--- src/rtl/pd_player_multi.sv ---
// pd_player_multi: iterated Prisoner's Dilemma player with run-time selectable strategy.
// Defining PD_NOISE_EN adds an LFSR-driven trembling hand (1/16 move flips) and the noise_flip port.
module pd_player_multi #(
    parameter int HIST_DEPTH  = 8,
    parameter int CNT_W       = 16,
    parameter int ROUNDS      = 200,
    parameter int ENDGAME     = 2,
    parameter int FORGIVE_PCT = 70
`ifdef PD_NOISE_EN
    ,
    parameter logic [15:0] LFSR_SEED = 16'hACE1
`endif
) (
    input  logic             clk,
    input  logic             reset,
    input  logic [1:0]       mode,
    input  logic             round_valid,
    input  logic             action_opp,
    output logic             action_self,
    output logic [CNT_W-1:0] round_count,
    output logic [CNT_W-1:0] opp_coop_count,
    output logic             done
`ifdef PD_NOISE_EN
    ,
    output logic             noise_flip
`endif
);

    localparam int FILL_W = $clog2(HIST_DEPTH + 1);
    localparam int PROD_W = CNT_W + 7;
    localparam logic [CNT_W-1:0]  ROUNDS_C      = CNT_W'(ROUNDS);
    localparam logic [CNT_W-1:0]  ENDGAME_START = CNT_W'(ROUNDS - ENDGAME);
    localparam logic [FILL_W-1:0] FILL_MAX      = FILL_W'(HIST_DEPTH);
    localparam logic [PROD_W-1:0] PCT_C         = PROD_W'(FORGIVE_PCT);
    localparam logic [PROD_W-1:0] HUNDRED_C     = PROD_W'(100);

    typedef enum logic [1:0] {
        MODE_TFT    = 2'd0,
        MODE_TF2T   = 2'd1,
        MODE_GRIM   = 2'd2,
        MODE_WINDOW = 2'd3
    } mode_e;

    mode_e                 r_mode;
    logic [HIST_DEPTH-1:0] r_hist;
    logic [FILL_W-1:0]     r_fill;
    logic                  r_grim;

    logic                  w_accept;
    logic [HIST_DEPTH-1:0] w_hist_nxt;
    logic [FILL_W-1:0]     w_fill_nxt;
    logic [CNT_W-1:0]      w_round_nxt;
    logic                  w_grim_nxt;
    logic [FILL_W-1:0]     w_coop_cnt;
    logic [PROD_W-1:0]     w_coop_scaled;
    logic [PROD_W-1:0]     w_fill_scaled;
    logic                  w_move_strat;
    logic                  w_endgame;
    logic                  w_move;

    assign w_accept    = round_valid & ~done;
    assign w_hist_nxt  = {r_hist[HIST_DEPTH-2:0], action_opp};
    assign w_fill_nxt  = (r_fill == FILL_MAX) ? r_fill : r_fill + FILL_W'(1);
    assign w_round_nxt = round_count + CNT_W'(1);
    assign w_grim_nxt  = r_grim | action_opp;
    assign w_endgame   = (ENDGAME != 0) && (w_round_nxt >= ENDGAME_START);

    // Only the newest fill entries are valid history; older slots are still the reset value.
    always_comb begin
        w_coop_cnt = '0;
        for (int i = 0; i < HIST_DEPTH; i++) begin
            if ((FILL_W'(i) < w_fill_nxt) && !w_hist_nxt[i]) begin
                w_coop_cnt = w_coop_cnt + FILL_W'(1);
            end
        end
    end

    assign w_coop_scaled = PROD_W'(w_coop_cnt) * HUNDRED_C;
    assign w_fill_scaled = PCT_C * PROD_W'(w_fill_nxt);

    always_comb begin
        w_move_strat = action_opp;
        case (r_mode)
            MODE_TFT:    w_move_strat = action_opp;
            MODE_TF2T:   w_move_strat = (w_fill_nxt == FILL_W'(1)) ? action_opp
                                                                  : (w_hist_nxt[0] & w_hist_nxt[1]);
            MODE_GRIM:   w_move_strat = w_grim_nxt;
            MODE_WINDOW: w_move_strat = (w_coop_scaled < w_fill_scaled);
            default:     w_move_strat = action_opp;
        endcase
    end

`ifdef PD_NOISE_EN
    logic [15:0] r_lfsr;
    logic [15:0] w_lfsr_nxt;
    logic        w_flip;

    assign w_lfsr_nxt = {r_lfsr[14:0], r_lfsr[15] ^ r_lfsr[13] ^ r_lfsr[12] ^ r_lfsr[10]};
    assign w_flip     = (w_lfsr_nxt[3:0] == 4'h0);
    // Endgame override sits after the flip so the final rounds always defect.
    assign w_move     = w_endgame | (w_move_strat ^ w_flip);

    always_ff @(posedge clk) begin
        if (reset) begin
            r_lfsr     <= LFSR_SEED;
            noise_flip <= 1'b0;
        end else if (w_accept) begin
            r_lfsr     <= w_lfsr_nxt;
            noise_flip <= w_flip;
        end
    end
`else
    assign w_move = w_endgame | w_move_strat;
`endif

    always_ff @(posedge clk) begin
        if (reset) begin
            r_mode         <= mode_e'(mode);
            r_hist         <= '0;
            r_fill         <= '0;
            r_grim         <= 1'b0;
            action_self    <= 1'b0;
            round_count    <= '0;
            opp_coop_count <= '0;
            done           <= 1'b0;
        end else if (w_accept) begin
            r_hist      <= w_hist_nxt;
            r_fill      <= w_fill_nxt;
            r_grim      <= w_grim_nxt;
            action_self <= w_move;
            round_count <= w_round_nxt;
            if (!action_opp && (opp_coop_count != {CNT_W{1'b1}})) begin
                opp_coop_count <= opp_coop_count + CNT_W'(1);
            end
            if (w_round_nxt == ROUNDS_C) begin
                done <= 1'b1;
            end
        end
    end

endmodule

--- config.mk ---
export PLATFORM = sky130hd
export DESIGN_NAME = pd_player_multi
export DESIGN_NICKNAME = d
export VERILOG_FILES = /design/src/rtl/pd_player_multi.sv
export SDC_FILE = /design/constraint.sdc
export NUM_CORES = 1
export LEC_CHECK = 0
export ABC_AREA = 1
export CORE_MARGIN = 5
export CORE_UTILIZATION = 50
export DETAILED_ROUTE_END_ITERATION = 6
export DONT_BUFFER_PORTS = 1
export GPL_TIMING_DRIVEN = 0
export HOLD_SLACK_MARGIN = 0.12
export RECOVER_POWER = 25
export SETUP_SLACK_MARGIN = 0.15
export SLEW_MARGIN = 20
export SYNTH_ARGS = -nofsm -noshare
export SYNTH_HDL_FRONTEND = slang
export SYNTH_SLANG_ARGS = --single-unit
--- constraint.sdc ---
create_clock -name clk -period 16.53 [get_ports clk]
set_input_delay 4.1325 -clock clk [delete_from_list [all_inputs] [get_ports clk]]
set_output_delay 4.1325 -clock clk [all_outputs]
set_load 0.05 [all_outputs]
; Yosys cells after proc, flatten, opt, wreduce, memory -nomap -nowiden
; Cells that the tools add are included.
[totals]
output_inout_bits = 34
register_bits = 48
input_bits = 6
elab_cells = 73
[classes]
mul = 2
n_addsub = 10
muxes = 11
eq_ne = 7
order_cmp = 10
n_bitwise = 5
reduce_logical = 20
[ops]
columns = operator, count
row1 = $add A16 B1 Y16 const B, 2
row2 = $add A4 B1 Y4 const B, 7
row3 = $mux W4, 7
row4 = $eq A16 B8 Y1 const B, 1
row5 = $ge A16 B8 Y1 const B, 1
row6 = $lt A3 B4 Y1 const A, 4
row7 = $ne A16 B16 Y1 const B, 1
row8 = $lt A11 B11 Y1, 1
row9 = $mul A6 B4 Y10 const A, 1
row10 = $logic_and A1 B1 Y1, 9
row11 = $mul A4 B5 Y9 const B, 1
row12 = $logic_not A1 Y1, 8
row13 = $lt A1 B4 Y1 const A, 2
row14 = $lt A2 B4 Y1 const A, 2
row15 = $eq A2 B2 Y1 const B, 2
row16 = $eq A4 B1 Y1 const B, 1
row17 = $eq A4 B4 Y1 const B, 1
row18 = $pmux W1 S4, 1
row19 = $reduce_and A2 Y1, 2
row20 = $add A1 B1 Y2 const B, 1
row21 = $and A1 B1 Y1, 2
row22 = $eq A2 B1 Y1 const B, 1
row23 = $logic_not A2 Y1, 1
row24 = $mux W1, 2
row25 = other kinds (3), 4

; Depth between registers and ports, before layout
; Gate-level depths: netlist of run 1.
[logic_depth]
depth_word = 23
ltp_mapped = 43
depth_no_buf = 43

; Least setup slack after synthesis of run 1
; Ideal clock, no wire load.
[synth_timing]
path_type = input port to flip-flop
startpoint = input action_opp
endpoint = register action_self
t_arrival_ns = 8.904
slack_ns = 7.517
setup_time_ns = 0.109
stages = 31
t_required_ns = 16.421
cell_sequence = a21oi_1 ha_1 inv_1 nand2_2 nand2_1 inv_1 ha_1 a21o_1 ha_1 nand2_1 nand2_1 nand3_1 nor3b_1 ha_1 nand2_1 nand2_1 ha_1 nor2_1 a31oi_1 ha_1 ha_1 fa_1 a21oi_1 xnor2_1 ha_1 nand4_1 o221a_2 nand3_1 nand3_1 nand2_1 inv_1
[synth_between]
elab_chain_cells = 21
[synth_rtl]
columns = item, line_no
row1 = from (decl), 18  ; input logic action_opp,
row2 = $logic_not A1 Y1, 72  ; if ((FILL_W'(i) < w_fill_nxt) && !w_hist_nxt[i]) begin
row3 = $logic_and A1 B1 Y1, 72
row4 = $mux W1, 72
row5 = $add A1 B1 Y2, 73  ; w_coop_cnt = w_coop_cnt + FILL_W'(1);
row6 = $mux W2, 72
row7 = $add A4 B1 Y4, 73
row8 = $mux W4, 72
row9 = $add A4 B1 Y4, 73
row10 = [5 not listed], -
row11 = $add A4 B1 Y4, 73
row12 = $mux W4, 72
row13 = $add A4 B1 Y4, 73
row14 = $mux W4, 72
row15 = $mul A4 B5 Y9, 78  ; assign w_coop_scaled = PROD_W'(w_coop_cnt) * HUNDRED_C;
row16 = $lt A11 B11 Y1, 88  ; MODE_WINDOW: w_move_strat = (w_coop_scaled < w_fill_scaled);
row17 = $pmux W1 S4 *, 83  ; case (r_mode)
row18 = $or A1 B1 Y1 *, 113  ; assign w_move = w_endgame | w_move_strat;
row19 = to (signal assigned), 130  ; action_self <= w_move;
row20 = to (decl), 19  ; output logic action_self,
; Mark *: on every way between the ends. The rest lies on a longest branch, timed or not.
; A chain may end at the register's enable or synchronous reset.

; Worst setup path after layout of run 1
; Ends and elaborated chain as after synthesis.

==> results of run 1 <==
==> critical path, delay by kind of cell <==
kind / cells / cell delay, ns
buf+inv: 3 / 0.17
xor+xnor: 1 / 0.09
simple gates: 15 / 1.51
compound gates: 4 / 0.95
fa+ha+maj: 9 / 2.70
==> layout by cell type (no fill, tap or decap), types with 2 or more instances in the layout <==
cell type and count:
inv_1 83, nand2_1 73, nor2_1 54, dfxtp_1 46, ha_1 44, a21oi_1 42, o21ai_0 40, nand3_1 28
xor2_1 20, clkbuf_1 11, nor3_1 10, nand2_2 8, a31oi_1 5, xnor2_1 5, clkbuf_8 5, nand4_1 4
o211ai_1 4, inv_2 3, nor3_2 3, a211oi_1 3, o21a_1 2, nor2_2 2, nand3b_1 2, o21bai_1 2
o21ai_1 2, edfxtp_1 2
==> through the flow <==
| step | setup WS [ns] | cells | power, mW | hold WS [ns] |
|---|---|---|---|---|
| floorplan | 7.52 | 511 | 0.307 | 0.456 |
| global placement | 6.84 | 610 | 0.344 | 0.484 |
| detailed placement | 6.79 | 610 | 0.350 | 0.482 |
| CTS | 7.10 | 618 | 0.435 | 0.504 |
| global route | 6.64 | 618 | 0.472 | 0.532 |
| finish | 7.15 | 618 | 0.429 | 0.499 |
==> synth_stat cells, types with 2 or more instances <==
library cell  count
clkbuf_1         10
a211oi_1          3
nand3_1          28
edfxtp_1          2
nand2_2           8
a21oi_1          42
o21ai_1           2
nand4_1           4
o21a_1            2
dfxtp_1          46
nor2_2            2
inv_1            83
nand3b_1          2
o21ai_0          40
xnor2_1           5
a31oi_1           5
ha_1             44
nor3_1           10
nor3_2            3
o21bai_1          2
inv_2             3
xor2_1           20
o211ai_1          4
nand2_1          73
nor2_1           54
==> layer usage <==
layer,GRT usage [%],up-vias,wire (um)
met3,4.26,7,403
met2,29.8,64,3650
met5,0,-,0
met4,5.41,0,101
met1,23.6,1405,3590
li1,-,1667,-
==> path summary, 6_finish.rpt <==
path                  to  slack [ns]  cells past startpoint
max          action_self        7.15                     32
min            r_hist[6]        0.50                      2
max reg2reg  action_self        9.15                     39
min reg2reg    r_hist[6]        0.50                      2
==> cells by family after synthesis <==
family                   count (synthesis)  synth area share [%]
flip-flops                              48                  27.0
AND/OR/NAND/NOR                        189                  23.8
XOR/XNOR                                28                  7.69
adder cells (fa/ha/maj)                 45                  15.7
AO/OA/AOI/OAI                          104                  15.7
buffers and inverters                   97                  10.1
==> registers in the layout, summed over array words and instances (netlist names) <==
signal and flops:
action_self 1, done 1, opp_coop_count 16, r_fill 4
r_grim 1, r_hist 7, r_mode 2, round_count 16
==> power breakdown <==
part	switching, mW	internal, mW	leakage (nW)
sequential	0.0188	0.122	0.397
combinational	0.121	0.0840	1.38
clock	0.0377	0.0449	0.0552
==> layout make-up <==
cell class	instances	area [um2]	area share, %
Multi-Input combinational cell	366	2280	59.1
Tap cell	99	124	3.21
Clock inverter	2	35.0	0.908
Clock buffer	6	72.6	1.88
Sequential cell	48	981	25.4
Buffer	10	37.5	0.972
Inverter	87	329	8.53
==> results.txt, run 1 <==
----------------------------------------------------
[STA]
  Number of failing setup endpoints in the final timing report ... 0
  Max Slew Vio Count ... 0
  Setup repair after global routing missed its margin ... false
  Worst Clk Skew ... ~0.010 ns
  Final total negative setup slack ... 0 ns
  Highest attainable clock frequency ... between 0.1 and 0.15 GHz
  Portion of the clock cycle consumed by the worst path in the final layout ... 56.7%
  Worst-margin pin slew ... around 0.75 ns
  Endpoints failing hold ... 0
  Final critical-path required period ... 9.38 ns
  Worst-case headroom to the max-slew limit ... 49.4%

[Setup path]
  CP Data Required Time ... 16.73 ns
  Sort of element at the start of the critical path ... input port
  Beginning of the worst register-to-register path ... r_fill[0]
  Crit-path slowest cell ... fa_1
  Cell with the most instances on the worst path ... ha_1
  Data arrival time of the worst path ... 9.58 ns
  Slowest stage delay, CP ... around 0.41 ns
  Start point of the critical path ... action_opp
  Critical path class ... input port to register
  Setup crit end kind ... register
  Maximum fanout along the worst path ... 6

[Synth]
  Synth Warn # ... 0
  Sequential share of the synthesized area ... between 20% and 30%
  Distinct cell type count after synthesis ... 39
  Syn Nets ... between 500 and 600
  Biggest area consumer among synthesized cells ... dfxtp_1
  Seq cells post-synth ... 48
  Average footprint of a synthesized cell ... approximately 7.1 um2
  Netlist area before placement ... ~0.0036 mm2
  Commonest register cell after synthesis ... dfxtp_1
  Async set-reset flop share out of synthesis ... 0%
  Area contributors post-synth ... dfxtp_1, ha_1, inv_1, nand2_1, a21oi_1
  Post-synth top area share ... 25.4%
  Cell count after synthesis ... 511
  Number of flops mapped to enable cells by yosys ... 2

[Placed design]
  Weighted congestion at the end of routability-driven global placement ... 0.780
  Half-perimeter wire length after placement ... roughly 6100 um
  PortBufs ... 0
  Post-DP Area ... 0.00375 mm2

[Global routing]
  Vias in the first global route ... 2900
  Gr ovfl total ... 0
  First-pass GRT wire length ... between 10000 and 15000 um
  Number of antenna violations at the first check in global routing ... 0
  Largest net degree at the start of global routing ... 15
  Global Route Usage Sum ... 18.2%

[Floorplanning]
  Initial Utilization ... 50.6%
  Area enclosed by the die boundary ... 0.00906 mm2
  Die W ... ~95 um
  Row Count ... 31
  Floorplan core area ... between 0.007 and 0.008 mm2
  Number of top-level pins ... 40
  Die span in y ... about 95 um

[CTS]
  # resized after CTS ... 0
  H-tree lvl count ... 2
  TritonCTS Buffers ... 5
  Count of hold buffers inserted by post-cts repair ... 0
  Clock tree from TritonCTS ... built
  CTS sink count ... 48
  Clock root buffer ... clkbuf_8
  Insertion delay of the later-clocked pin in the worst-skew pair ... 0.30 ns
  Clock transition at the registers of the reported paths ... 0.09 ns
  Maximum buffer depth of the clock tree ... 2
  Number of buffers added for setup after CTS ... 0

[Hold path]
  Hold path startpoint ... r_hist[6]
  Path class of the lowest-slack min-delay path ... register to register

[Pwr]
  Power density over cell area ... around 110 mW/mm2
  Leakage power total ... approximately 1.8 nW
  Worst VDD drop ... slightly above 0.00007 V

[Detailed routing]
  Iteration-0 DRC Markers ... approximately 150
  Number of vias in the routed layout ... between 3k and 4k
  Aggregate routed wire length ... around 7700 um
  Detailed Routing Iterations Pass 1 ... 4
  Antenna viol nets, final ... 0
  Via count normalized by instance count ... just over 5
  # DRC ... 0
  Wirelength per Cell ... 12.5 um

[Status]
  Outcome ... finished, final reports clean

[Finish]
  Area growth from synthesis to final layout ... 6.38%
  # diodes ... 0
  Count of filler cells inserted in the layout ... 746
  Fraction of final layout cells sized beyond drive strength 1 ... about 6.4%
  Final net count ... between 500 and 600
  Post-route core utilization ... ~54%
  Final design area excluding fillers ... 0.00386 mm2

[Job]
  Count of max-cap constraint violations ... 0

----------------------------------------------------
Power figures use the tool's default switching activity.
==> run 2: changes to the inputs <==
clock period = 9.3 ns   (was 16.53 ns; I/O delays follow)
==> results of run 2 <==
The final DEF is identical to that of run 1. Status: finished, final reports clean.
Main changes from that run: setup slack after placement 6.79 ns -> 1.37 ns; setup slack after layout 7.15 ns -> 1.73 ns; register-to-register setup slack 9.15 ns -> 1.92 ns; total power 0.429 mW -> 0.762 mW; worst IR drop on VDD 0.0000718 V -> 0.000128 V
==> run 3: changes to the inputs <==
PLACE_DENSITY = 0.68   (was default)
clock period = 6.85 ns   (was 9.3 ns; I/O delays follow)
==> run 3 against run 2 <==
Compared with the run above: non-clock buffer count increased by 9; register-to-register slack got worse by 1.4 ns; via count grew 2.3%; sequential share of layout area fell by 1.2 points; worst setup slack worse by 1.3 ns; power up 46%; die area did not move; global-route usage grew 0.25 points; critical path type unchanged.
==> results.txt, run 3 (synthesis results as in run 1) <==
----------------------------------------------------
[Status]
  Outcome ... finished, final reports clean

[Placed design]
  PortBufs ... 0
  Weighted congestion at the end of routability-driven global placement ... approximately 0.83
  Setup slack at placement ... -0.438 ns
  Half-perimeter wire length after placement ... around 6000 um

[Setup path]
  Setup crit end kind ... register
  Slowest stage delay, CP ... around 0.38 ns
  Critical path class ... input port to register
  Sort of element at the start of the critical path ... input port
  Maximum fanout along the worst path ... 6
  Cell with the most instances on the worst path ... ha_1
  Data arrival time of the worst path ... about 6.6 ns
  Crit-path slowest cell ... fa_2
  CP Data Required Time ... just over 7 ns

[CTS]
  CTS sink count ... between 40 and 50
  Maximum buffer depth of the clock tree ... 2
  Insertion delay of the later-clocked pin in the worst-skew pair ... slightly above 0.3 ns
  TritonCTS Buffers ... 5
  Clock root buffer ... clkbuf_8
  H-tree lvl count ... 2
  Clock tree from TritonCTS ... built
  Clock transition at the registers of the reported paths ... 0.10 ns
  Count of hold buffers inserted by post-cts repair ... 0

[Finish]
  Area of the multi-input gates ... ~0.0024 mm2
  # diodes ... 0
  Top flop regs ... opp_coop_count (16), round_count (16), r_hist (7)
  Count of filler cells inserted in the layout ... ~690
  Fraction of final layout cells sized beyond drive strength 1 ... between 10% and 20%
  Commonest non-fill, non-tap cells in the layout ... inv_1, nand2_1, nor2_1
  Sequential cell area ... 986 um2
  Final net count ... between 500 and 600
  Area growth from synthesis to final layout ... 12.1%
  Most frequent standard cell in the layout excluding fill and tap cells ... inv_1

[STA]
  Endpoints failing hold ... 0
  Setup repair after global routing missed its margin ... false
  Max Slew Vio Count ... 0
  Final critical-path required period ... ~6.4 ns
  Highest attainable clock frequency ... ~0.16 GHz
  Worst Clk Skew ... between 0.01 and 0.015 ns
  Worst-case headroom to the max-slew limit ... about half
  Final worst setup slack ... around 0.46 ns
  Worst-margin pin slew ... around 0.74 ns
  Portion of the clock cycle consumed by the worst path in the final layout ... between 90% and 100%
  Number of failing setup endpoints in the final timing report ... 0

[Detailed routing]
  Aggregate routed wire length ... ~7900 um
  Via count normalized by instance count ... 5.13
  Detailed Routing Iterations Pass 1 ... 4
  Antenna viol nets, final ... 0
  Iteration-0 DRC Markers ... 169
  Wirelength per Cell ... between 10 and 15 um
  # DRC ... 0
  Number of vias in the routed layout ... approximately 3.2k

[Global routing]
  Gr ovfl total ... 0
  Vias in the first global route ... around 3.0k
  First-pass GRT wire length ... roughly 13000 um
  Global Route Usage Sum ... between 15 and 20%
  Number of antenna violations at the first check in global routing ... 0
  Largest net degree at the start of global routing ... 16

[Pwr]
  Final Total Pwr ... approximately 1.1 mW
  Clock power share ... ~15%
  Switching share of power ... between 40% and 50%
  Int Power ... between 600 and 700 uW
  Worst VDD drop ... roughly 0.00015 V
  Leakage power total ... 1.89 nW
  Part of the power in registers ... 30.7%
  Power density over cell area ... around 270 mW/mm2
  Gate power share ... 54.0%
  Net switching component of the power ... approximately 480 uW

[Floorplanning]
  Floorplan core area ... 0.00718 mm2
  Initial Utilization ... between 50% and 60%
  Area enclosed by the die boundary ... just over 0.009 mm2
  Row Count ... 31
  Die W ... roughly 95 um
  Die span in y ... 95.2 um
  Number of top-level pins ... 40

[Job]
  Count of max-cap constraint violations ... 0

[Hold path]
  Path class of the lowest-slack min-delay path ... register to register

----------------------------------------------------
## run 3: what timing repair did
item,in CTS,in global routing
pin swaps,0,16
resized for setup,11,24
setup endpoints to repair,1,1
buffers inserted,0,9
## run 3: final timing paths
kind / start / end / slack, ns / depth (start not counted)
min: r_hist[6] / r_hist[6] / 0.49 / 2
max reg2reg: r_fill[0] / action_self / 0.56 / 39
min reg2reg: r_hist[6] / r_hist[6] / 0.49 / 2
max: action_opp / action_self / 0.46 / 32
## run 3: final cells by class
cell class | instances | share of cell area [%]
Sequential cell | 48 | 24.2
Buffer | 10 | 0.923
Clock buffer | 5 | 1.69
Timing Repair Buffer | 9 | 1.66
Inverter | 87 | 8.09
Tap cell | 99 | 3.05
Clock inverter | 3 | 0.462
Multi-Input combinational cell | 366 | 59.9
## run 3: metal layers
layer  part of all wire [%]  wire [um]  global-route usage (%)
met5                      0          0                       0
met4                    1.3         99                    5.17
met3                    5.5        429                    4.10
met2                     48       3770                    31.2
met1                     45       3570                    23.4
## run 3: worst max-delay path, delay by kind of cell
family	cells	cell delay, ns
XOR/XNOR	1	0.08
AND/OR/NAND/NOR	15	1.48
AO/OA/AOI/OAI	4	0.73
adder cells (fa/ha/maj)	9	2.47
buffers and inverters	3	0.15
## run 3: power groups by stage
stage | Sequential [mW] | Combinational [mW] | Clock (mW)
4_1_cts | 0.340 | 0.522 | 0.176
2_1_floorplan | 0.342 | 0.400 | 0
6_report | 0.340 | 0.599 | 0.170
3_5_place_dp | 0.347 | 0.504 | 0
3_3_place_gp | 0.346 | 0.480 | 0
5_1_grt | 0.344 | 0.697 | 0.188
## run 3: through the flow
step | hold slack [ns] | instance area, um2 | cells | TNS (ns) | utilization, %
floorplan | 0.456 | 3630 | 511 | 0 | -
global placement | 0.465 | 3750 | 610 | -0.372 | 52.3
global route | 0.540 | 4070 | 627 | 0 | 56.7
finish | 0.491 | 4070 | 627 | 0 | 56.7
CTS | 0.494 | 3880 | 618 | 0 | 54.1
detailed placement | 0.473 | 3750 | 610 | -0.438 | 52.3
